File: src/rtl/fetch_ctrl.sv
// Program counter and Start/Done sequencing for the instruction ROM of the 9-bit core.
// Latency: PrgCtr/Done/Overrun/InstCnt update one cycle after the request; Fetch follows state combinationally.
// Backpressure: Stall holds PrgCtr and InstCnt in RUN; a branch presented together with Stall is dropped.
module fetch_ctrl #(
  parameter int             D          = 12,
  parameter logic [D-1:0]   START_ADDR = '0,
  parameter int             CW         = 16
) (
  input  logic          Clk,
  input  logic          Reset,
  input  logic          Start,
  input  logic          Stall,
  input  logic          BranchEn,
  input  logic          BranchRel,
  input  logic [D-1:0]  Target,
  input  logic          Halt,
  output logic [D-1:0]  PrgCtr,
  output logic          Fetch,
  output logic          Done,
  output logic          Overrun,
  output logic [CW-1:0] InstCnt
);

  typedef enum logic [1:0] {
    ST_IDLE  = 2'd0,
    ST_ARMED = 2'd1,
    ST_RUN   = 2'd2,
    ST_DONE  = 2'd3
  } state_t;

  state_t        state;
  state_t        state_nxt;
  logic [D-1:0]  pc_nxt;
  logic [CW-1:0] cnt_nxt;
  logic          ovr_nxt;
  logic          done_nxt;

  // Saturating increment: a retired instruction never wraps the counter back to zero.
  logic [CW-1:0] cnt_inc;
  assign cnt_inc = (InstCnt == '1) ? InstCnt : InstCnt + 1'b1;

  // Last ROM word: a plain sequential step from here runs off the end of the program.
  logic          pc_at_end;
  assign pc_at_end = (PrgCtr == '1);

  // Relative branch target; the D-bit sum wraps naturally in both directions.
  logic [D-1:0]  pc_rel;
  assign pc_rel = PrgCtr + Target;

  // ROM output is only meaningful while the program is running.
  assign Fetch = (state == ST_RUN);

  // Next-state and next-register values; every path starts from "hold everything".
  always_comb begin
    state_nxt = state;
    pc_nxt    = PrgCtr;
    cnt_nxt   = InstCnt;
    ovr_nxt   = Overrun;
    unique case (state)
      ST_IDLE: begin
        if (Start) begin
          state_nxt = ST_ARMED;
        end
      end
      ST_ARMED: begin
        // Stay armed while Start is held; the first fetch is the cycle after it drops.
        if (!Start) begin
          state_nxt = ST_RUN;
        end
      end
      ST_RUN: begin
        // Exactly one action per cycle, in priority order halt > stall > branch > step.
        if (Halt) begin
          state_nxt = ST_DONE;
          cnt_nxt   = cnt_inc;
        end else if (Stall) begin
          // Hold; any branch request this cycle is discarded and must be re-presented.
        end else if (BranchEn) begin
          pc_nxt  = BranchRel ? pc_rel : Target;
          cnt_nxt = cnt_inc;
        end else if (!pc_at_end) begin
          pc_nxt  = PrgCtr + 1'b1;
          cnt_nxt = cnt_inc;
        end else begin
          // Fell off the last word without a halt: stop here rather than wrap to 0.
          state_nxt = ST_DONE;
          ovr_nxt   = 1'b1;
          cnt_nxt   = cnt_inc;
        end
      end
      ST_DONE: begin
        if (Start) begin
          state_nxt = ST_ARMED;
        end
      end
      default: begin
        state_nxt = ST_IDLE;
      end
    endcase

    // Entering or sitting in ARMED reloads the program context.
    if (state_nxt == ST_ARMED) begin
      pc_nxt  = START_ADDR;
      cnt_nxt = '0;
      ovr_nxt = 1'b0;
    end

    done_nxt = (state_nxt == ST_DONE);
  end

  // State and output registers with synchronous reset back to IDLE.
  always_ff @(posedge Clk) begin
    if (Reset) begin
      state   <= ST_IDLE;
      PrgCtr  <= START_ADDR;
      Done    <= 1'b0;
      Overrun <= 1'b0;
      InstCnt <= '0;
    end else begin
      state   <= state_nxt;
      PrgCtr  <= pc_nxt;
      Done    <= done_nxt;
      Overrun <= ovr_nxt;
      InstCnt <= cnt_nxt;
    end
  end

endmodule
File: config.mk
export PLATFORM = sky130hd
export DESIGN_NAME = fetch_ctrl
export DESIGN_NICKNAME = d
export VERILOG_FILES = /design/src/rtl/fetch_ctrl.sv
export SDC_FILE = /design/constraint.sdc
export NUM_CORES = 1
export LEC_CHECK = 0
export ABC_AREA = 1
export ABC_CLOCK_PERIOD_IN_PS = 2100
export CAP_MARGIN = 25
export CORE_UTILIZATION = 53
export CTS_BUF_LIST = sky130_fd_sc_hd__clkbuf_8 sky130_fd_sc_hd__clkbuf_16
export DETAILED_ROUTE_END_ITERATION = 12
export GPL_TIMING_DRIVEN = 0
export PLACE_DENSITY = 0.83
export SYNTH_ARGS = -nofsm -noshare
export SYNTH_HDL_FRONTEND = slang
export SYNTH_SLANG_ARGS = --single-unit
export TNS_END_PERCENT = 20
File: constraint.sdc
create_clock -name Clk -period 2.1 [get_ports Clk]
set_input_delay 0.21 -clock Clk [delete_from_list [all_inputs] [get_ports Clk]]
set_output_delay 0.21 -clock Clk [all_outputs]
set_load 0.03 [all_outputs]
==> results.yml, run 1 <==
setup_path:
  critPathRequiredTime_ns: 2.28
  r2r-end: "PrgCtr[2]"
  cp-end-kind: "register"
  crit_path_start_kind: "register"
  startpoint: "PrgCtr[1]"
  r2r-start: "PrgCtr[1]"
  r2r_cells: 13
  path_class: "reg2reg"
  cp_data_arrival_time_ns: 2.19
  critPathTopFamily: "simple AND/OR/NAND/NOR gates"
  slowest_delay_ns: 0.39
  cp_slowest_cell: "dfxtp_4"
  reg2reg_setup_slack_ns: 0.09
  cp_max_fo: 7
  worstPathCellList: "ha_2 -> nand3_2 -> nor3_4 -> nand3b_2 -> nand2_1 -> nand2_1 -> nand2_1 -> nand2_2 -> nand2_8 -> nand2_8 -> clkinv_4 -> clkbuf_16 -> nor2_4"
  cpMostUsedCell: "nand2_1"
  cp_num_cells: 13
  crit_buf_inv: 2
detailed_routing:
  drt-initial-drc-count: 196
  via_count: 2919
  routed_wl_mm: 6.930
  first_pass_iters: 6
  drt-vias-per-instance: 5.336
  drc: 0
  route.detailed.wl_per_inst_um: 12.67
  postRouteAntennaNets: 0
clock_network:
  cts_hold_buf: 0
  cts_buffers: 5
  path_clk_slew_ns: 0.07
  root_buffer: "clkbuf_8"
  clockBufferDepth: 2
  cts.sink_count: 32
  cts_max_level: 2
  cts_tree: "built"
  clk-insertion-delay-late_ns: 0.29
sta:
  rsz0062_at_grt: "true"
  period_needed_ns: 2.010
  hold_viol_final: 0
  fin_worst_skew_ns: 0.008175
  max_freq_mhz: 497.4
  tightest_slew_ns: 0.5239
  drv_slew: 0
  setup_viol: 0
  whs_ns: 0.4729
  period_share_pct: 95.73
  slew_headroom_pct: 65.07
global_routing:
  grt_pass1_vias: 2483
  grt_max_degree: 11
  antenna_found_initial: 0
  grt_pass1_wl_mm: 11.05
  overflow: 0
  grtUsageTotal_pct: 26.69
pwr:
  power_density_nw_per_um2: 668.3
  ir_worst_vdd_mv: 0.5320
  p_total_mw: 2.324
  intPower_mw: 1.345
  switching_share_pct: 42.14
  switching_power_mw: 0.9793
  pwr-share-seq_pct: 30.7
  p_leak_nw: 1.520
  p_clk_share_pct: 21.3
  power_frac_comb_pct: 48.0
synth:
  synthArstFlopShare_pct: 0
  syn_avg_cell_area_um2: 6.499
  yosysTopAreaCell: "dfxtp_1"
  yosysUniqueCellTypes: 36
  synthCells: 412
  synth-seq-cells: 32
  synth_top_cell_area_share_pct: 23.93
  synthFlopType: "dfxtp_1"
  netlist_area_um2: 2678
  synth_edf_count: 0
  synthesis.nets: 447
  yosysWarningCount: 0
  yosys-top-cells-area: "dfxtp_1 (24%), nand2_1 (17%), ha_1 (7.0%)"
  seq_area_frac_synth_pct: 23.93
finish:
  num-nets-final: 514
  final_cells: 547
  area_delta_synth_final_pct: 29.86
  final_common_cell: "nand2_1"
  drive_above_1_share_pct: 12.08
  mostFrequentLayoutCells: "nand2_1 (119), inv_1 (50), clkdlybuf4s50_1 (49)"
  antennaDiodeCount: 0
placement:
  place.gp.congestion: 0.8558
  hpwl_mm: 4.973
  dp_cells: 528
  io_buffers: 49
worst_hold_path:
  hold_depth: 2
  hold_start: "Reset"
  hold_class: "in2reg"
  whs_endpoint: "state[0]"
floorplanning:
  fp.dieH_um: 73.08
  die-area_um2: 5340
  die_x_um: 73.08
  ios: 50
  core_um2: 4786
  rows: 25
  initial_core_util_pct: 55.95
job:
  drv_cap: 0
status:
  outcome: "complete, no violations"
## Yosys cell counts, types with 3 or more instances
master and instances:
xnor2_1 11, nor2_4 10, a21oi_1 18, xor2_1 10, clkbuf_1 6, nor3_1 5, a22oi_1 11, o21ai_0 14
a31oi_1 3, buf_2 3, nand2_1 119, nand3_1 26, nand4_1 9, nor2_1 45, inv_1 50, dfxtp_1 32
nand2_2 4, ha_1 15
## power by group through the flow
stage | sequential [mW] | combinational (mW) | clock, mW
detailed placement | 0.726 | 1.02 | 0
floorplan | 0.767 | 0.712 | 0
global placement | 0.724 | 0.989 | 0
finish | 0.714 | 1.12 | 0.494
CTS | 0.712 | 1.02 | 0.495
global route | 0.721 | 1.21 | 0.524
## cell type report
class / instances / area (um2)
Buffer: 10 / 61.31
Clock buffer: 6 / 82.58
Tap cell: 67 / 83.83
Timing Repair Buffer: 60 / 590.6
Sequential cell: 32 / 649.4
Multi-Input combinational cell: 317 / 1795
Clock inverter: 2 / 10.01
Inverter: 53 / 203.9
Fill cell: 419 / 1309
## logic make-up after synthesis
| family | count (synthesis) | synth area share, % |
|---|---|---|
| flops | 32 | 23.93 |
| fa+ha+maj | 16 | 7.757 |
| buf+inv | 63 | 9.766 |
| simple gates | 225 | 39.53 |
| xor+xnor | 21 | 6.869 |
| compound gates | 55 | 12.15 |
## registers in the layout, summed over array words and instances (netlist names)
| signal | cells |
|---|---|
| PrgCtr | 12 |
| Overrun | 1 |
| InstCnt | 16 |
| Done | 1 |
| state | 2 |
## through the flow
stage          util [%]  setup TNS (ns)  instance area [um2]  setup slack, ns
6_report          72.65               0                 3477          0.08960
5_1_grt           72.65         -0.1409                 3477         -0.02672
4_1_cts           71.29               0                 3412         0.009924
3_5_place_dp      68.00          -2.088                 3254          -0.1870
3_3_place_gp      68.00          -1.155                 3254          -0.1497
2_1_floorplan         -               0                 2680           0.1134
## repair_timing
action | 4_1_cts | 5_1_grt
endpoints found under the hold margin | 0 | 0
setup endpoints to repair | 10 | 23
setup buffers | 8 | 2
pin swaps | 1 | 2
resized for setup | 2 | 12
gates cloned | 0 | 1
## worst register-to-register path: cells and delay by family, from the launching register on
kind | cells | cell delay [ns]
adder cells (fa/ha/maj) | 1 | 0.21
buffers and inverters | 2 | 0.26
flip-flops | 1 | 0.39
AND/OR/NAND/NOR | 10 | 1.03
## routing by layer
| metal | wire length, um | share of wire (%) | track usage [%] |
|---|---|---|---|
| met3 | 409 | 5.9 | 5.525 |
| met2 | 3258 | 47 | 45.37 |
| met4 | 76 | 1.1 | 6.100 |
| met5 | 0 | 0 | 0 |
| met1 | 3186 | 46 | 34.52 |
## worst max-delay path by stage
stage,end
CTS,PrgCtr[0]
finish,PrgCtr[2]
floorplan,Overrun
detailed placement,PrgCtr[1]
global placement,PrgCtr[0]
global route,PrgCtr[0]
No activity file was read; power rests on OpenSTA's default activity.
==> inputs of run 2 (changes only) <==
--- a/config.mk
+++ b/config.mk
@@ -11,8 +11,9 @@
 export CORE_UTILIZATION = 53
 export CTS_BUF_LIST = sky130_fd_sc_hd__clkbuf_8 sky130_fd_sc_hd__clkbuf_16
 export DETAILED_ROUTE_END_ITERATION = 12
-export GPL_TIMING_DRIVEN = 0
+export GPL_TIMING_DRIVEN = 1
 export PLACE_DENSITY = 0.83
+export REMOVE_ABC_BUFFERS = 1
 export SYNTH_ARGS = -nofsm -noshare
 export SYNTH_HDL_FRONTEND = slang
 export SYNTH_SLANG_ARGS = --single-unit
==> results.yml, run 2 (synthesis results as in run 1) <==
status:
  outcome: "complete, no violations"
detailed_routing:
  postRouteAntennaNets: 0
  via_count: 2896
  drt-initial-drc-count: 156
  routed_wl_mm: 6.939
  drt-vias-per-instance: 5.324
  drc: 0
  first_pass_iters: 4
  route.detailed.wl_per_inst_um: 12.76
clock_network:
  clk-insertion-delay-late_ns: 0.29
  cts_max_level: 2
  cts_hold_buf: 0
  path_clk_slew_ns: 0.07
  root_buffer: "clkbuf_8"
  cts_tree: "built"
  cts.sink_count: 32
  clockBufferDepth: 2
  cts_buffers: 5
floorplanning:
  ios: 50
  fp.dieH_um: 73.08
  die_x_um: 73.08
  core_um2: 4786
  rows: 25
  initial_core_util_pct: 55.95
  die-area_um2: 5340
sta:
  max_freq_mhz: 524.4
  tns_ns: 0
  rsz0062_at_grt: "false"
  period_share_pct: 90.80
  whs_ns: 0.4956
  tightest_slew_ns: 0.4290
  fin_worst_skew_ns: 0.008371
  hold_viol_final: 0
  drv_slew: 0
  setup_viol: 0
  slew_headroom_pct: 71.18
  period_needed_ns: 1.907
finish:
  area_delta_synth_final_pct: 28.18
  top_regs: "InstCnt: 16 flops, PrgCtr: 12 flops, state: 2 flops"
  final_common_cell: "nand2_1"
  fill_cells: 421
  regArea_um2: 641.9
  mostFrequentLayoutCells: "nand2_1 (119), inv_1 (50), clkdlybuf4s50_1 (49)"
  multiInputGateArea_um2: 1778
  final_cell_area_um2: 3432
  drive_above_1_share_pct: 10.90
  antennaDiodeCount: 0
  largest_register_ffs: 16
  num-nets-final: 511
  largest_register: "InstCnt"
placement:
  hpwl_mm: 5.221
  io_buffers: 49
  place.gp.congestion: 0.9095
  place_area_um2: 3322
global_routing:
  grt_pass1_vias: 2568
  antenna_found_initial: 0
  grt_pass1_wl_mm: 11.42
  grt_max_degree: 20
  overflow: 0
  grtUsageTotal_pct: 27.41
setup_path:
  cp_max_fo: 4
  cpMostUsedCell: "nand2_1"
  slowest_delay_ns: 0.44
  critPathRequiredTime_ns: 2.29
  critPathTopFamily: "adder cells"
  cp_slowest_cell: "clkdlybuf4s50_1"
  crit_buf_inv: 1
  path_class: "in2reg"
  cp-end-kind: "register"
  crit_path_start_kind: "primary input"
  cp_data_arrival_time_ns: 2.09
  worstPathCellList: "clkdlybuf4s50_1 -> ha_1 -> fa_1 -> nand3_1 -> nand2_1 -> nand2_1 -> nand2_1 -> a21oi_1 -> o21ai_0 -> nand2_1 -> nand2_1 -> o21ai_0 -> nor2_1"
job:
  drv_cap: 0
worst_hold_path:
  hold_class: "in2reg"
pwr:
  p_leak_nw: 1.511
  power_frac_comb_pct: 48.1
  pwr-share-seq_pct: 30.7
  switching_share_pct: 44.70
  power_density_nw_per_um2: 659.6
  ir_worst_vdd_mv: 0.8109
  switching_power_mw: 1.012
  p_clk_share_pct: 21.2
  intPower_mw: 1.252
run 2: cell types whose count changed in the layout (fill, tap and decap cells not counted), sizes merged:
cell	before	now
clkbuf	13	5
buf	14	18
inv	52	53
run 2: worst register-to-register path: stages (launching register included):
cell,delay [ns]
dfxtp_1,0.48
nand2_1,0.16
nor3_2,0.25
buf_4,0.15
nand2_1,0.05
nand2_1,0.15
inv_2,0.14
or2_2,0.29
nand3_1,0.09
inv_1,0.05
run 2: through the flow:
stage | power, mW | utilization (%) | std cells | setup slack, ns
after floorplan | 1.401 | - | 402 | -0.07360
after global placement | 1.718 | 69.41 | 535 | -0.05116
after detailed placement | 1.750 | 69.41 | 535 | -0.08254
final | 2.264 | 71.71 | 544 | 0.1931
after global routing | 2.403 | 71.71 | 544 | 0.02526
after CTS | 2.226 | 71.24 | 543 | 0.08706
run 2: final timing paths:
path,start,cells past startpoint,endpoint,slack (ns)
worst max-delay path,Target[0],13,PrgCtr[6],0.19
worst min-delay path,Reset,2,state[0],0.50
worst max register to register,PrgCtr[8],9,PrgCtr[8],0.20
worst min register to register,Overrun,2,Overrun,0.53
run 2: power by group through the flow:
| stage | combinational, mW | sequential, mW | clock, mW |
|---|---|---|---|
| after floorplan | 0.635 | 0.766 | 0 |
| after global placement | 1.01 | 0.707 | 0 |
| after detailed placement | 1.04 | 0.708 | 0 |
| after CTS | 1.04 | 0.694 | 0.487 |
| after global routing | 1.19 | 0.701 | 0.513 |
| final | 1.09 | 0.695 | 0.480 |
run 2: layer usage:
metal,global-route usage (%),wire [um]
met5,0,0
met4,10.68,118
met3,4.696,463
met2,44.14,3231
met1,36.39,3125
run 2: repair_timing:
action,in CTS,in global routing
endpoints found under the setup margin,0,15
buffers inserted,0,1
resized for setup,0,6
run 2: cell type report:
type	instances	area share, %
inverters	53	6.270
multi-input cells	317	51.80
clock inverters	3	0.5468
well taps	67	2.443
flip-flops and latches	32	18.70
clock buffers	5	2.005
repair buffers	67	18.23
